### config.mk
export PLATFORM = sky130hd
export DESIGN_NAME = inertial_integrator_flat
export DESIGN_NICKNAME = d
export VERILOG_FILES = /design/src/rtl/inert_pkg.sv /design/src/rtl/inertial_integrator_if.sv /design/src/rtl/inert_cal.sv /design/src/rtl/inertial_integrator.sv /design/src/flat_wrapper.sv
export SDC_FILE = /design/constraint.sdc
export NUM_CORES = 1
export LEC_CHECK = 0
export BUFFER_PORTS_ARGS = -buffer_cell sky130_fd_sc_hd__buf_2
export CORE_MARGIN = 3
export CORE_UTILIZATION = 55
export DETAILED_ROUTE_END_ITERATION = 7
export GPL_TIMING_DRIVEN = 0
export PLACE_DENSITY = 0.75
export REMOVE_ABC_BUFFERS = 1
export SLEW_MARGIN = 20
export SYNTH_ARGS = -nofsm -noshare
export SYNTH_HDL_FRONTEND = slang
export SYNTH_SLANG_ARGS = --single-unit
export TNS_END_PERCENT = 5
### constraint.sdc
create_clock -name clk -period 5.55 [get_ports clk]
set_input_delay 0 -clock clk [delete_from_list [all_inputs] [get_ports clk]]
set_output_delay 0 -clock clk [all_outputs]
set_load 0.05 [all_outputs]
### src/rtl/inert_pkg.sv
// Shared types and helpers for the inertial integrator block.
// State enum, default tuning constants and the 16-bit signed saturation helper.
package inert_pkg;

  typedef enum logic {
    CAL = 1'b0,
    RUN = 1'b1
  } state_e;

  localparam int          CAL_SHIFT_DFLT   = 8;
  localparam logic [15:0] AZ_OFFSET_DFLT   = 16'h00A0;
  localparam int          ACC_GAIN_DFLT    = 327;
  localparam int          FUSION_STEP_DFLT = 1024;

  // Clamp a 17-bit signed difference into the 16-bit signed range.
  function automatic logic signed [15:0] sat16(input logic signed [16:0] v);
    if (v > 17'sd32767) begin
      return 16'sh7FFF;
    end else if (v < -17'sd32768) begin
      return 16'sh8000;
    end else begin
      return v[15:0];
    end
  endfunction

endpackage

### src/rtl/inertial_integrator_if.sv
// Sample/result bus between the inertial sensor front end and the integrator.
// master = sensor side (drives raw samples), slave = integrator.
interface inertial_integrator_if;
  logic        vld_raw;
  logic [15:0] ptch_rt_raw;
  logic [15:0] AZ;
  logic        cal_req;
  logic [15:0] ptch;
  logic [15:0] ptch_rt;
  logic        vld;
  logic        cal_done;

  modport master (
    output vld_raw, ptch_rt_raw, AZ, cal_req,
    input  ptch, ptch_rt, vld, cal_done
  );

  modport slave (
    input  vld_raw, ptch_rt_raw, AZ, cal_req,
    output ptch, ptch_rt, vld, cal_done
  );
endinterface

### src/rtl/inert_cal.sv
// Gyro bias averager: sums 2^CAL_SHIFT raw rate samples and stores the mean.
// The stored offset survives a restart so RUN keeps a valid bias until the
// new average is ready.
module inert_cal
  import inert_pkg::*;
#(
  parameter int CAL_SHIFT = CAL_SHIFT_DFLT
) (
  input  logic        clk,
  input  logic        rst_n,
  input  logic        start_i,
  input  logic        sample_vld_i,
  input  logic [15:0] sample_i,
  output logic        done_o,
  output logic [15:0] offset_o
);

  localparam int ACC_W = 16 + CAL_SHIFT;

  logic [CAL_SHIFT-1:0]    cal_cnt_q, cal_cnt_d;
  logic signed [ACC_W-1:0] cal_acc_q, cal_acc_d;
  logic signed [ACC_W-1:0] acc_sum;
  logic [15:0]             offset_q, offset_d;
  logic                    last_w;

  assign acc_sum  = cal_acc_q + {{CAL_SHIFT{sample_i[15]}}, sample_i};
  assign last_w   = sample_vld_i && !start_i && (cal_cnt_q == '1);
  assign done_o   = last_w;
  assign offset_o = offset_q;

  // Next-state: restart clears the average, the final sample latches the mean.
  always_comb begin
    cal_cnt_d = cal_cnt_q;
    cal_acc_d = cal_acc_q;
    offset_d  = offset_q;
    if (start_i) begin
      cal_cnt_d = '0;
      cal_acc_d = '0;
    end else if (sample_vld_i) begin
      cal_cnt_d = cal_cnt_q + 1'b1;
      if (last_w) begin
        cal_acc_d = '0;
        offset_d  = 16'(acc_sum >>> CAL_SHIFT);
      end else begin
        cal_acc_d = acc_sum;
      end
    end
  end

  // Calibration registers.
  always_ff @(posedge clk or negedge rst_n) begin
    if (!rst_n) begin
      cal_cnt_q <= '0;
      cal_acc_q <= '0;
      offset_q  <= '0;
    end else begin
      cal_cnt_q <= cal_cnt_d;
      cal_acc_q <= cal_acc_d;
      offset_q  <= offset_d;
    end
  end

endmodule

### src/rtl/inertial_integrator.sv
// Pitch integrator feeding the balance PID.
// Calibrates gyro bias, integrates bias-corrected rate into a 27-bit pitch
// accumulator and optionally nudges it toward the accelerometer pitch.
// Build option: define INERT_FUSION_EN to enable accel fusion; without it
// AZ is ignored and the integrator is pure gyro.
//
// state | meaning
// ------+-------------------------------------------------------------
// CAL   | averaging raw gyro samples for bias; outputs held at 0, no vld
// RUN   | each vld_raw updates ptch_rt/ptch and pulses vld next cycle
module inertial_integrator
  import inert_pkg::*;
#(
  parameter int          CAL_SHIFT   = CAL_SHIFT_DFLT,
  parameter logic [15:0] AZ_OFFSET   = AZ_OFFSET_DFLT,
  parameter int          ACC_GAIN    = ACC_GAIN_DFLT,
  parameter int          FUSION_STEP = FUSION_STEP_DFLT
) (
  input logic                  clk,
  input logic                  rst_n,
  inertial_integrator_if.slave bus
);

  state_e             state_q;
  logic signed [26:0] ptch_int_q;
  logic [15:0]        ptch_rt_q;
  logic               vld_q;
  logic               cal_done_q;

  logic               cal_fin;
  logic [15:0]        offset;
  logic               cal_sample;
  logic signed [16:0] rt_diff;
  logic signed [15:0] rt_sat;
  logic signed [15:0] ptch_s;
  logic signed [26:0] fusion_term;
  logic signed [26:0] ptch_int_d;

  // Samples taken during a restart are dropped, so cal_req masks the strobe.
  assign cal_sample = bus.vld_raw && !bus.cal_req && (state_q == CAL);

  inert_cal #(
    .CAL_SHIFT (CAL_SHIFT)
  ) u_cal (
    .clk          (clk),
    .rst_n        (rst_n),
    .start_i      (bus.cal_req),
    .sample_vld_i (cal_sample),
    .sample_i     (bus.ptch_rt_raw),
    .done_o       (cal_fin),
    .offset_o     (offset)
  );

  assign ptch_s = ptch_int_q[26:11];

`ifdef INERT_FUSION_EN
  logic [15:0]        az_comp;
  logic signed [25:0] prod;
  logic signed [15:0] ptch_acc;
  logic               unused_prod_lsb;

  assign az_comp         = bus.AZ - AZ_OFFSET;
  assign prod            = $signed({{10{az_comp[15]}}, az_comp}) * $signed(26'(ACC_GAIN));
  assign ptch_acc        = {{3{prod[25]}}, prod[25:13]};
  assign unused_prod_lsb = ^prod[12:0];

  // Drift correction: step the integrator one notch toward the accel pitch.
  always_comb begin
    fusion_term = '0;
    if (ptch_acc > ptch_s) begin
      fusion_term = 27'(FUSION_STEP);
    end else if (ptch_acc < ptch_s) begin
      fusion_term = 27'(-FUSION_STEP);
    end
  end
`else
  logic unused_az;

  assign unused_az   = ^{bus.AZ, AZ_OFFSET, 16'(ACC_GAIN), 16'(FUSION_STEP)};
  assign fusion_term = '0;
`endif

  // Bias-corrected rate, saturated, and the integrator's next value.
  always_comb begin
    rt_diff    = $signed({bus.ptch_rt_raw[15], bus.ptch_rt_raw}) - $signed({offset[15], offset});
    rt_sat     = sat16(rt_diff);
    ptch_int_d = ptch_int_q - {{11{rt_sat[15]}}, rt_sat} + fusion_term;
  end

  // Control FSM with registered outputs; cal_req wins over everything.
  always_ff @(posedge clk or negedge rst_n) begin
    if (!rst_n) begin
      state_q    <= CAL;
      ptch_int_q <= '0;
      ptch_rt_q  <= '0;
      vld_q      <= 1'b0;
      cal_done_q <= 1'b0;
    end else if (bus.cal_req) begin
      state_q    <= CAL;
      ptch_int_q <= '0;
      ptch_rt_q  <= '0;
      vld_q      <= 1'b0;
      cal_done_q <= 1'b0;
    end else begin
      unique case (state_q)
        CAL: begin
          vld_q <= 1'b0;
          if (cal_fin) begin
            state_q    <= RUN;
            cal_done_q <= 1'b1;
          end
        end
        RUN: begin
          vld_q <= bus.vld_raw;
          if (bus.vld_raw) begin
            ptch_rt_q  <= rt_sat;
            ptch_int_q <= ptch_int_d;
          end
        end
        default: begin
          state_q <= CAL;
          vld_q   <= 1'b0;
        end
      endcase
    end
  end

  assign bus.ptch     = ptch_s;
  assign bus.ptch_rt  = ptch_rt_q;
  assign bus.vld      = vld_q;
  assign bus.cal_done = cal_done_q;

endmodule

### src/flat_wrapper.sv
// flat-port wrapper written by rule: the top's interface ports become plain ports
module inertial_integrator_flat import inert_pkg::*;
#(
  parameter int          CAL_SHIFT   = CAL_SHIFT_DFLT,
  parameter logic [15:0] AZ_OFFSET   = AZ_OFFSET_DFLT,
  parameter int          ACC_GAIN    = ACC_GAIN_DFLT,
  parameter int          FUSION_STEP = FUSION_STEP_DFLT
)
  (clk, rst_n, bus_vld_raw, bus_ptch_rt_raw, bus_AZ, bus_cal_req, bus_ptch, bus_ptch_rt, bus_vld, bus_cal_done);
  inertial_integrator_if bus_i ();
  input logic clk;
  input logic rst_n;
  input wire logic [$bits(bus_i.vld_raw)-1:0] bus_vld_raw;
  input wire logic [$bits(bus_i.ptch_rt_raw)-1:0] bus_ptch_rt_raw;
  input wire logic [$bits(bus_i.AZ)-1:0] bus_AZ;
  input wire logic [$bits(bus_i.cal_req)-1:0] bus_cal_req;
  output wire logic [$bits(bus_i.ptch)-1:0] bus_ptch;
  output wire logic [$bits(bus_i.ptch_rt)-1:0] bus_ptch_rt;
  output wire logic [$bits(bus_i.vld)-1:0] bus_vld;
  output wire logic [$bits(bus_i.cal_done)-1:0] bus_cal_done;
  assign bus_i.vld_raw = bus_vld_raw;
  assign bus_i.ptch_rt_raw = bus_ptch_rt_raw;
  assign bus_i.AZ = bus_AZ;
  assign bus_i.cal_req = bus_cal_req;
  assign bus_ptch = bus_i.ptch;
  assign bus_ptch_rt = bus_i.ptch_rt;
  assign bus_vld = bus_i.vld;
  assign bus_cal_done = bus_i.cal_done;
  inertial_integrator #(.CAL_SHIFT(CAL_SHIFT), .AZ_OFFSET(AZ_OFFSET), .ACC_GAIN(ACC_GAIN), .FUSION_STEP(FUSION_STEP)) u_core (.clk(clk), .rst_n(rst_n), .bus(bus_i));
endmodule
==> results.toml <==
[place]
dp.cells = 927
dp_slack_ns = -0.306
io_buffers = 53
dp_hpwl_um = 11200
postPlaceCellArea_um2 = 7200
place.gp.congestion = 0.927

[timing]
max_slew.worst_pin.slew_ns = 0.887
setup_viol = 0
slew_viol_final = 0
rsz0062_at_grt = "no"
postLayoutSetupSlackWorst_ns = 0.295
period_needed_ns = 5.26
finalHoldViolCount = 0
fmax_mhz = 190
fin_crit_sh_pct = 94.7
finalClockSkew_ns = 0.00821
whs_ns = 0.0132
tns_ns = 0
relSlewSlack_pct = 39.3

[pwr]
p_leak_nw = 3.72
ir_drop_v = 0.000153
total_power_mw = 1.96
powerDensity_nw_per_um2 = 256

[yosys]
syn_area_per_cell_um2 = 9.22
synth.distinct_cells = 60
synth_area_um2 = 6850
yosys_register_bits = 94
synthesis.yosys.warnings = 0
synth-edff-count = 0
synth_cells = 743
seq_area_frac_synth_pct = 34.4
yosys_most_used_dff = "dfrtp_1"
async_flop_share_pct = 100

[clock_tree]
cts_tree = "built"
clk_pin_slew_ns = 0.07
clk_path_buf_depth = 2
cts_sinks = 94
cts_buffers = 9
root_buffer = "clkbuf_16"
h-tree-depth = 3
clk_latency_ns = 0.35

[finish]
nNetsFinal = 882
syn_to_final_growth_pct = 11.5
antenna_cells = 0
fillCellCount = 1003
final_area_um2 = 7640
final_cells = 950
final_core_util_pct = 63.1
drive_above_1_share_pct = 15.0

[drt]
drc_errors = 0
drt-initial-drc-count = 316
vias = 5566
ant_nets = 0
routed_via_density = 5.86
post_drt_wl_per_cell_um = 16.1
dr.pass1.iters = 4
wl_um = 15300

[worst_setup_path]
reg2reg_slack_ns = 0.29
r2r_cells = 23
cp.arrival_ns = 5.53
startpoint = "u_core.u_cal.offset_o[0]$_DFFE_PN0P_"
worst_setup_path_end_kind = "register"
timing.rr.end = "u_core.ptch_int_q[26]$_DFFE_PN0P_"
path_max_fanout = 12
critPathKind = "reg2reg"
reg2reg_from = "u_core.u_cal.offset_o[0]$_DFFE_PN0P_"
cp.required_ns = 5.82
start_kind = "register"
crit_end = "u_core.ptch_int_q[26]$_DFFE_PN0P_"

[floorplanning]
dieHeight_um = 118
dieArea_um2 = 13800
die_w_um = 118
start_util_pct = 56.5
pin_count = 70
rows = 40
coreArea_um2 = 12100

[global_route]
overflow = 0
antenna_found_initial = 0
grt.total_usage_pct = 22.6
grt_pass1_wl_um = 26100
grt_max_degree = 63
grt_pass1_vias = 5567

[outcome]
status = "complete, no violations"

[hold_path]
hp-class = "in2reg"

[flow_run]
cap_violations = 0
-- synth_stat cells (21+ instances only) --
master / count / area share, %
dfrtp_1: 94 / 34
inv_1: 39 / 2.1
a22o_1: 22 / 2.8
a21oi_1: 57 / 4.2
o21ai_0: 66 / 4.8
nor2_1: 33 / 1.8
a21o_1: 23 / 2.5
clkbuf_1: 21 / 1.2
xor2_1: 28 / 3.6
xnor2_1: 33 / 4.2
nand2_1: 75 / 4.1
ha_1: 66 / 12
-- flip-flops by register name, summed over array words and instances (netlist names) --
| signal | count |
|---|---|
| u_core.bus.cal_done | 1 |
| u_core.bus.ptch_rt | 16 |
| u_core.bus.vld | 1 |
| u_core.ptch_int_q | 27 |
| u_core.state_q | 1 |
| u_core.u_cal.cal_acc_q | 24 |
| u_core.u_cal.cal_cnt_q | 8 |
| u_core.u_cal.offset_o | 16 |
-- worst min-delay path by stage --
stage                             from                               endpoint  slack (ns)  cells past startpoint
detailed placement               rst_n       u_core.ptch_int_q[1]$_DFFE_PN0P_       -0.09                      1
CTS                        bus_cal_req  u_core.u_cal.cal_cnt_q[6]$_DFFE_PN0P_        0.01                      2
floorplan                        rst_n        u_core.bus.cal_done$_DFFE_PN0P_       -0.30                      0
finish              bus_ptch_rt_raw[0]  u_core.u_cal.cal_acc_q[0]$_DFFE_PN0P_        0.01                      3
global placement           bus_cal_req  u_core.u_cal.cal_cnt_q[6]$_DFFE_PN0P_        0.35                      2
global route               bus_cal_req  u_core.u_cal.cal_cnt_q[6]$_DFFE_PN0P_        0.05                      2
-- layer usage --
layer  vias up  part of all wire (%)  track usage [%]
met5         -                     0                0
met4         0                   1.3             6.96
met3        17                   4.1             3.22
met2       115                    49             38.9
met1      2683                    45             29.5
li1       2751                     -                -
-- critical path: stages (launching register included) --
cell      delay [ns]
dfrtp_1         0.39
ha_1            0.21
fa_1            0.42
nor2b_1         0.14
o21ai_0         0.13
a21oi_1         0.25
o41ai_2         0.13
o21ai_2         0.20
o31ai_4         0.11
buf_4           0.19
and2_1          0.28
a21oi_2         0.17
ha_1            0.18
inv_1           0.05
fa_1            0.42
a211oi_1        0.26
nor2_1          0.12
a21oi_2         0.22
a21oi_1         0.13
o41ai_2         0.37
o21ai_0         0.17
xor2_1          0.17
or3_1           0.32
a21oi_1         0.15
-- placed cells by master (no fill, tap or decap), types with 23 or more instances in the layout --
| cell type | Yosys | final |
|---|---|---|
| a21o_1 | 23 | 23 |
| a21oi_1 | 57 | 54 |
| buf_2 | 3 | 52 |
| dfrtp_1 | 94 | 94 |
| ha_1 | 66 | 66 |
| inv_1 | 39 | 39 |
| nand2_1 | 75 | 75 |
| nor2_1 | 33 | 32 |
| o21ai_0 | 66 | 64 |
| xnor2_1 | 33 | 33 |
| xor2_1 | 28 | 28 |
-- report_power, final --
part	internal [mW]	switching (mW)	total (mW)
registers	0.713	0.0180	0.731
clock network	0.431	0.268	0.699
logic	0.220	0.307	0.527
-- cell families after synthesis --
| group | Yosys count | synth area share, % |
|---|---|---|
| fa+ha+maj | 81 | 14.7 |
| buf+inv | 79 | 5.26 |
| flops | 94 | 34.4 |
| xor+xnor | 61 | 7.80 |
| mux | 13 | 2.14 |
| simple gates | 175 | 12.0 |
| compound gates | 240 | 23.8 |
-- area by class of cell --
| cell class | instances | area, µm² | share of cell area [%] |
|---|---|---|---|
| clock buffer | 13 | 270 | 3.54 |
| multi-input combinational | 570 | 4200 | 55.0 |
| tap | 168 | 210 | 2.75 |
| timing repair buffer | 63 | 397 | 5.19 |
| sequential | 94 | 2350 | 30.8 |
| clock inverter | 3 | 65.1 | 0.852 |
| inverter | 39 | 146 | 1.92 |
-- timing repair --
item,4_1_cts,5_1_grt
buffers inserted,5,1
hold buffers,1,0
gates resized for setup,5,6
hold endpoints to repair,94,0
pin swaps,2,2
setup endpoints to repair,9,10
Power figures use the tool's default switching activity.
